[src/rtl/sw_debounce.sv]
// sw_debounce: two-flop synchroniser plus independent per-bit debounce counters; SW_DEBOUNCE_EDGE_EN adds sw_rise/sw_fall
module sw_debounce #(
  parameter int WIDTH         = 8,
  parameter int CNT_W         = 16,
  parameter int STABLE_CYCLES = 50000
) (
  input  logic             clk,
  input  logic             rst,
  input  logic [WIDTH-1:0] sw_raw,
  output logic [WIDTH-1:0] sw,
  output logic             sw_change,
  output logic             sw_stable
`ifdef SW_DEBOUNCE_EDGE_EN
  ,
  output logic [WIDTH-1:0] sw_rise,
  output logic [WIDTH-1:0] sw_fall
`endif
);
  localparam logic [CNT_W-1:0] LAST = CNT_W'(STABLE_CYCLES - 1);
  logic [WIDTH-1:0] s1_q, s2_q, sw_q, sw_d;
  logic [CNT_W-1:0] cnt_q [WIDTH];
  logic [CNT_W-1:0] cnt_d [WIDTH];
  logic change_q, stable_q, stable_d;
  // a bit's counter runs while its synchronised level differs from sw; reaching LAST accepts the new level
  always_comb begin
    sw_d = sw_q;
    stable_d = 1'b1;
    for (int i = 0; i < WIDTH; i++) begin
      cnt_d[i] = (s2_q[i] == sw_q[i] || cnt_q[i] == LAST) ? '0 : cnt_q[i] + CNT_W'(1);
      sw_d[i] = (s2_q[i] != sw_q[i] && cnt_q[i] == LAST) ? s2_q[i] : sw_q[i];
      stable_d = stable_d & (cnt_d[i] == '0);
    end
  end
  // synchroniser, counters and registered status; reset overrides a same-edge acceptance
  always_ff @(posedge clk) begin
    if (rst) begin
      s1_q <= '0;
      s2_q <= '0;
      sw_q <= '0;
      cnt_q <= '{default: '0};
      change_q <= 1'b0;
      stable_q <= 1'b1;
    end else begin
      s1_q <= sw_raw;
      s2_q <= s1_q;
      sw_q <= sw_d;
      cnt_q <= cnt_d;
      change_q <= sw_d != sw_q;
      stable_q <= stable_d;
    end
  end
  assign sw = sw_q;
  assign sw_change = change_q;
  assign sw_stable = stable_q;
`ifdef SW_DEBOUNCE_EDGE_EN
  logic [WIDTH-1:0] rise_q, fall_q;
  // per-bit edge pulses, aligned with sw_change
  always_ff @(posedge clk) begin
    if (rst) begin
      rise_q <= '0;
      fall_q <= '0;
    end else begin
      rise_q <= sw_d & ~sw_q;
      fall_q <= ~sw_d & sw_q;
    end
  end
  assign sw_rise = rise_q;
  assign sw_fall = fall_q;
`endif
endmodule

[config.mk]
export PLATFORM = sky130hd
export DESIGN_NAME = sw_debounce
export DESIGN_NICKNAME = d
export VERILOG_FILES = /design/src/rtl/sw_debounce.sv
export SDC_FILE = /design/constraint.sdc
export NUM_CORES = 1
export LEC_CHECK = 0
export CORE_MARGIN = 10
export CORE_UTILIZATION = 40
export DETAILED_ROUTE_END_ITERATION = 10
export SLEW_MARGIN = 25
export SYNTH_ARGS = -nofsm -noshare
export SYNTH_HDL_FRONTEND = slang
export SYNTH_SLANG_ARGS = --single-unit
[constraint.sdc]
create_clock -name clk -period 8.2 [get_ports clk]
set_input_delay 0.82 -clock clk [delete_from_list [all_inputs] [get_ports clk]]
set_output_delay 0.82 -clock clk [all_outputs]
set_load 0.05 [all_outputs]
# [After elaboration in Yosys (flattened, before gate mapping)]
# Cells that the tools add are included.
# Widths: inputs -> output; s select.
[classes] add_sub_neg=8 reduce_logical=24 eq_ne=25 bitwise_logic=7 muxes=16
[op_table] operator="$add 16x1->16 const B" n=8
[op_table] operator="$eq 16x16->1 const B" n=8
[op_table] operator="$logic_not 16->1" n=8
[op_table] operator="$mux 16" n=8
[op_table] operator="$eq 1x1->1" n=8
[op_table] operator="$logic_and 1x1->1" n=8
[op_table] operator="$logic_or 1x1->1" n=8
[op_table] operator="$mux 1" n=8
[op_table] operator="$ne 1x1->1" n=8
[op_table] operator="$ne 8x8->1" n=1
[op_table] operator="$and 1x1->1" n=7
[totals] output_inout_bits=10 word_cells=93 in_bits=10 regBits=154

# [Depth between registers and ports, before layout]
# Gate-level depths: netlist (run 1).
[depth] word_depth=11 depth_mapped=11 depth_no_buf=9

# [Worst setup path after synthesis (run 1)]
# No wires, ideal clock.
[synth_timing] path_kind="reg-to-reg" startpoint="reg cnt_q[48] (netlist bit)" endpoint="reg stable_q (netlist: sw_stable)" setup_ps=60 stages_incl_launch_ff=12 path_buffers=2 synth_period_minus_slack_ps=2634 arrival_time_ps=2574 required_ps=8140 setup_slack_ps=5566 path_cell_list="dfxtp_1 ha_1 and3_1 clkbuf_1 and3_1 clkbuf_1 xnor2_1 a31oi_2 a2111oi_4 o2111ai_1 nor4_1 a41o_1"
[synth_via] elab_chain_len=8
[synth_rtl] element="from (decl)" line="21" source="logic [CNT_W-1:0] cnt_q [WIDTH];"
[synth_rtl] element="from (signal assigned)" line="47" source="cnt_q <= cnt_d;"
[synth_rtl] element="branches (longest 2 deep; another with $add 16x1->16)"
[synth_rtl] element="$mux 16 *" line="29" source="cnt_d[i] = (s2_q[i] == sw_q[i] || cnt_q[i] == LAST) ? '0 : cnt_q[i] + CNT_W'(1);"
[synth_rtl] element="$logic_not 16->1 *" line="31" source="stable_d = stable_d & (cnt_d[i] == '0);"
[synth_rtl] element="$and 1x1->1 * (4 in a row)" line="31"
[synth_rtl] element="to (signal assigned)" line="49" source="stable_q <= stable_d;"
[synth_rtl] element="to (decl)" line="23" source="logic change_q, stable_q, stable_d;"
# Every way passes the cells marked *.
# A chain may end at the register's enable or synchronous reset.

# [Final worst setup path (run 1)]
[layout_timing] startpoint="reg cnt_q[0] (netlist bit)" endpoint="reg stable_q (netlist: sw_stable)"
[layout_via] elab_chain_len=5
[layout_rtl] element="branches (longest 2 deep; another with $add 16x1->16)"
[layout_rtl] element="$mux 16 *" line="29"
[layout_rtl] element="$logic_not 16->1 *" line="31"
[layout_rtl] element="$and 1x1->1 *" line="31"
# Marked as above.

==> results of run 1 <==
==> through the flow <==
step / total power [mW] / util [%] / instances / hold WS [ns]
2_1_floorplan: 0.7951 / - / 929 / 0.4138
3_3_place_gp: 0.8087 / 42.87 / 1161 / 0.4168
3_5_place_dp: 0.8088 / 42.87 / 1161 / 0.4246
4_1_cts: 1.652 / 46.19 / 1193 / 0.4394
5_1_grt: 1.677 / 46.19 / 1193 / 0.4510
6_report: 1.631 / 46.19 / 1193 / 0.4322
==> area by class of cell <==
cell class	instances	area [um2]	area share [%]
multi-input combinational	708	4454	50.87
timing repair buffer	20	192.7	2.201
clock inverter	11	168.9	1.929
sequential	154	3083	35.21
tap	260	325.3	3.715
inverter	19	71.32	0.8145
clock buffer	21	460.4	5.259
==> state kept, by name (all words and copies together), names as in the netlist <==
signal,count
sw_change,1
sw,8
s1_q,8
cnt_q,128
s2_q,8
sw_stable,1
==> per-layer routing <==
| layer | wire (um) | GRT usage [%] | part of all wire (%) | vias up |
|---|---|---|---|---|
| li1 | - | - | - | 3226 |
| met1 | 8538 | 17.78 | 49 | 2897 |
| met2 | 7846 | 21.29 | 45 | 76 |
| met3 | 589 | 2.918 | 3.4 | 22 |
| met4 | 323 | 5.181 | 1.9 | 0 |
| met5 | 0 | 0 | 0 | - |
==> final timing paths <==
check | slack (ns) | to | startpoint | cells past startpoint
worst max-delay path | 5.39 | sw_stable | cnt_q[0] | 9
worst min-delay path | 0.43 | s2_q[2] | s1_q[2] | 1
worst max register to register | 5.39 | sw_stable | cnt_q[0] | 9
worst min register to register | 0.43 | s2_q[2] | s1_q[2] | 1
==> worst reg2reg max path, cell delays in order, from the launching register on <==
cell and delay [ns]:
dfxtp_1 0.43, ha_1 0.31, nand3_1 0.26, nand4b_1 0.37
nand2_1 0.37, a31oi_1 0.08, a2111oi_0 0.39, nand4_1 0.16
nor4_1 0.19, a41o_1 0.19
==> layout by cell type (no fill, tap or decap), types with 5 or more instances in the layout <==
cell and count:
nand2_1 57, a311oi_1 6, nand3_1 51, o22ai_1 6, a211oi_1 5, inv_1 19, xor2_1 58, nor4b_1 7
o21ai_0 13, nor4_1 7, a21oi_1 13, ha_1 8, or2_2 9, and4_1 11, nor2b_1 18, clkdlybuf4s50_1 18
xnor2_1 87, clkbuf_16 17, nor4bb_1 8, nor3_1 42, mux2i_1 7, a41oi_1 5, nor2_1 160, a41o_1 6
dfxtp_1 154, and3_1 31, nand4_1 29, a31oi_1 10
==> power groups by stage <==
stage | sequential, mW | clock, mW | combinational [mW]
final | 0.757 | 0.840 | 0.0344
after global routing | 0.757 | 0.882 | 0.0382
after CTS | 0.757 | 0.860 | 0.0352
after detailed placement | 0.774 | 0 | 0.0350
after global placement | 0.774 | 0 | 0.0350
after floorplan | 0.774 | 0 | 0.0207
==> cells by family (layout without fill, tap and decap cells) <==
group	count (synthesis)	after routing	share of synthesized area [%]
muxes	9	9	1.189
xor gates and xnor gates	145	145	16.31
DFF	154	154	39.58
adders and majority gates	8	8	1.285
buffers and inverters	67	71	3.229
AOI/OAI and AO/OA	91	91	8.804
and+or+nand+nor	455	455	29.61
==> run summary, run 1 <==
Status: completed
Slew @ Worst Pin: 0.8498 ns
Switching share of power: 20.86%
Slowest stage cell, crit path: dfxtp_1
Drt pass-1 iters: 5
Sequential fraction of design power: 46.4%
Synth Area per Inst: 8.384 um2
Via density per instance: 5.215
Final net count: 938
Net Count, Synth: 947
MaxCap Viol Count: 0
FP Rows: 50
H-Tree Depth: 4
Number of fill cells: 1856
Global-route wire length before repair: 29060 um
Tmin final: 2.815 ns
Worst setup EP type: flop
Total clock sinks: 154
Register area share after synthesis: 39.58%
Setup_tns: 0 ns
Crit-path cells: ha_1 -> nand3_1 -> nand4b_1 -> nand2_1 -> a31oi_1 -> a2111oi_0 -> nand4_1 -> nor4_1 -> a41o_1
Initial antenna violation count: 0
Initial Util: 41.09%
Critical Path Start Type: flop
Internal Pwr Total: 1.291 mW
RSZ-0062 raised after global routing: no
Setup WS pre-CTS: 5.430 ns
Post-CTS setup buffers: 0
Top cell family by delay on the critical path: simple AND/OR/NAND/NOR gates
Clock Path Buffers: 2
WL/cell: 14.50 um
Vias in the first global route: 5815
Top-area cell type share of the netlist area: 39.58%
Placed cell areas: 0.008127 mm2
Num CTS Buffers: 17
Number of synthesized flops with an enable pin: 0
Vias post-DR: 6221
Largest net degree at the start of global routing: 50
Die width: 159.5 um
Design area: 0.008756 mm2
P_sw: 0.3403 mW
Crit path max fanout: 11
RD Place Congestion: 0.8346
Die area: 0.02545 mm2
Hold crit path type: reg2reg
Post-CTS resize count: 0
Post-Route WL: 17300 um
Antenna cells: 0
Max Clk Rate: 0.3553 GHz
Synth area leader: dfxtp_1
Ys async rst share: 0%
Mapped Cells: 929
Die Ht: 159.5 um
Data required, critical path: 8.57 ns
WP buf/inv: 0
Final period utilization: 34.33%
Final worst slack: 5.385 ns
Slew margin rel.: 41.88%
ANT nets after route: 0
Final setup vio count: 0
Post-CTS Hold Fix Bufs: 0
Synth top cells by count: 160 x nor2_1, 154 x dfxtp_1, 87 x xnor2_1
Mapped cell area: 0.007789 mm2
CP Class: reg2reg
Number of port buffers: 19
Most frequent cell after synthesis: nor2_1
Floorplan core area: 0.01896 mm2
Largest cells by area after synthesis: dfxtp_1 40%, xnor2_1 9.8%, nor2_1 7.7%
CP peak stage delay: 0.43 ns
Arrival time worst endpoint: 3.18 ns
Main synth FF type: dfxtp_1
Synth Register Bits: 154
Final Hold Vio Count: 0
CTS Root Cell: clkbuf_16
Area delta synth->final: 12.42%
Hpwl dp: 12360 um
Leakage power: 2.863 nW
Max Clock Skew: 0.006523 ns
Clock power share: 51.5%
Grt total ovfl: 0
Worst-path clk slew: 0.06 ns
Layout cell share with drive strength beyond 1: 5.573%
Max IR drop VDD: 144.5 uV
CTS tree: done
Final Max Tran Viols: 0
Pwr Density: 186.3 mW/mm2
Part of the power in combinational logic: 2.1%
Clock Latency Late Sink: 0.42 ns
# IOs: 20
Initial DRC Count: 306
DRC violations left: 0
GRT Overall Usage: 13.57%
Number of distinct library cells after synthesis: 58
Ys Warns: 0
Note: power is estimated with default switching activity, not from simulation.
==> run 2, diff against run 1 <==
==> constraint.sdc (replaced) <==
create_clock -name clk -period 2.7 [get_ports clk]
set_input_delay 0.27 -clock clk [delete_from_list [all_inputs] [get_ports clk]]
set_output_delay 0.27 -clock clk [all_outputs]
set_load 0.05 [all_outputs]
==> run summary, run 2 (synthesized netlist as in run 1, its figures left out) <==
Die width: 159.5 um (unchanged)
Hpwl dp: 12940 um (+4.7%)
Hold crit path type: in2reg
Max Clk Rate: 0.3930 GHz (+11%)
Tmin final: 2.545 ns (-0.2703 ns)
DRC violations left: 0 (unchanged)
Most frequent cells in the layout: 159 x nor2_1, 154 x dfxtp_1, 87 x xnor2_1
Setup_tns: 0 ns (unchanged)
Area delta synth->final: 15.84%
Max Clock Skew: 0.01041 ns (+0.003886 ns)
Final period utilization: 94.24% (+60 points)
Grt total ovfl: 0 (unchanged)
Pwr Density: 540.3 mW/mm2 (+190%)
Final setup vio count: 0 (unchanged)
Via density per instance: 5.194 (-0.40%)
Critical Path Start Type: flop
Leakage power: 3.026 nW (+5.7%)
Seq. cell area: 0.003083 mm2 (unchanged)
Design area: 0.009022 mm2 (+3.0%)
Data required, critical path: 3.08 ns (-5.49 ns)
Cells after DPL: 1196 (+3.0%)
H-Tree Depth: 4 (unchanged)
R2R Path Start: cnt_q[16]
Final Instance Count excl. Fillers: 1229 (+3.0%)
ANT nets after route: 0 (unchanged)
GRT Overall Usage: 14.11% (+0.54 points)
Die Ht: 159.5 um (unchanged)
Largest net degree at the start of global routing: 24 (-52%)
Post-CTS Hold Fix Bufs: 0 (unchanged)
Startpoint of the worst hold path: rst
Worst setup path startpoint: cnt_q[16]
CP Class: reg2reg
RSZ-0062 raised after global routing: no
Global-route wire length before repair: 30130 um (+3.7%)
Setup WS pre-CTS: 0.06786 ns (-5.362 ns)
Post-Route WL: 17830 um (+3.1%)
RD Place Congestion: 0.8693 (+4.2%)
CTS tree: done
Clock Latency Late Sink: 0.43 ns (about the same)
Flop-to-flop setup slack: 0.16 ns (-5.23 ns)
Num CTS Buffers: 17 (unchanged)
Total Power: 4.875 mW (+200%)
Number of port buffers: 19 (unchanged)
Commonest non-fill, non-tap cell in the layout: nor2_1
Clock Path Buffers: 2 (unchanged)
Total clock sinks: 154 (unchanged)
Final Hold Vio Count: 0 (unchanged)
MaxCap Viol Count: 0 (unchanged)
Register bank with the most flops: cnt_q
Area of the multi-input gates: 0.004464 mm2 (+0.22%)
Initial DRC Count: 363 (+19%)
WL/cell: 14.51 um (about the same)
Worst setup EP type: flop
Layout cell share with drive strength beyond 1: 9.701% (+4.1 points)
Drt pass-1 iters: 4 (-1)
Status: completed
Max IR drop VDD: 423.0 uV (+190%)
Antenna cells: 0 (unchanged)
Final worst slack: 0.1555 ns (-5.230 ns)
Vias post-DR: 6383 (+2.6%)
Arrival time worst endpoint: 2.92 ns (-0.26 ns)
Placed cell areas: 0.008389 mm2 (+3.2%)
Floorplan core area: 0.01896 mm2 (unchanged)
Die area: 0.02545 mm2 (unchanged)
Initial Util: 41.09% (unchanged)
Max reg flops: 128 (unchanged)
Vias in the first global route: 6044 (+3.9%)
Crit path max fanout: 6 (-5)
Final net count: 975 (+3.9%)
CTS Root Cell: clkbuf_16
# IOs: 20 (unchanged)
Initial antenna violation count: 0 (unchanged)
Number of fill cells: 1899 (+2.3%)
FP Rows: 50 (unchanged)
Slew margin rel.: 54.07% (+12 points)
Final Max Tran Viols: 0 (unchanged)
Worst-path clk slew: 0.07 ns (about the same)
Slew @ Worst Pin: 0.6843 ns (-0.1654 ns)
==> run 2: cell count changes in the layout (fill, tap and decap cells not counted), sizes merged <==
| cell | change |
|---|---|
| clkbuf | -3 |
| clkinv | -2 |
| buf | +37 |
| clkinvlp | +3 |
| bufinv | -1 |
| inv | +2 |
==> run 2: worst max-delay path, cell delays in order (launching register included) <==
cell and delay (ns):
dfxtp_1 0.38, ha_1 0.26, and4_2 0.32, nor3b_1 0.26, xnor2_1 0.22, a21oi_2 0.12, a2111oi_4 0.29, o2111ai_1 0.15
nor4_1 0.29, a41o_1 0.20
==> run 2: worst paths after layout <==
kind | endpoint | depth (start not counted)
worst max-delay path | sw_stable | 9
worst min-delay path | cnt_q[47] | 2
worst max register to register | sw_stable | 9
worst min register to register | s2_q[7] | 1
==> run 2: timing repair <==
item,CTS,global route
buffers inserted,0,2
gates resized for setup,0,4
endpoints found under the setup margin,0,1
==> run 2: per-stage QoR <==
stage / hold slack, ns / util, %
final: 0.3038 / 47.60
after global routing: 0.3136 / 47.60
after CTS: 0.3004 / 47.47
after detailed placement: 0.4283 / 44.26
after global placement: 0.4170 / 44.26
after floorplan: 0.3982 / -
==> run 2: cell type report <==
type	count	area share, %
Multi-Input combinational cell	708	49.48
Sequential cell	154	34.17
Timing Repair Buffer	57	5.214
Clock buffer	18	4.868
Tap cell	260	3.606
Clock inverter	13	1.872
Inverter	19	0.7905
==> run 2: power breakdown <==
group	switching, mW	internal, mW	leakage [nW]
clock network	0.982	1.48	0.273
logic	0.0714	0.0445	1.51
registers	0.00997	2.29	1.24
==> run 2: layer usage <==
layer	vias up	wire [um]	track usage, %
met5	-	0	0
li1	3311	-	-
met1	2982	8575	18.32
met2	78	8234	22.37
met3	12	833	4.054
met4	0	187	3.665
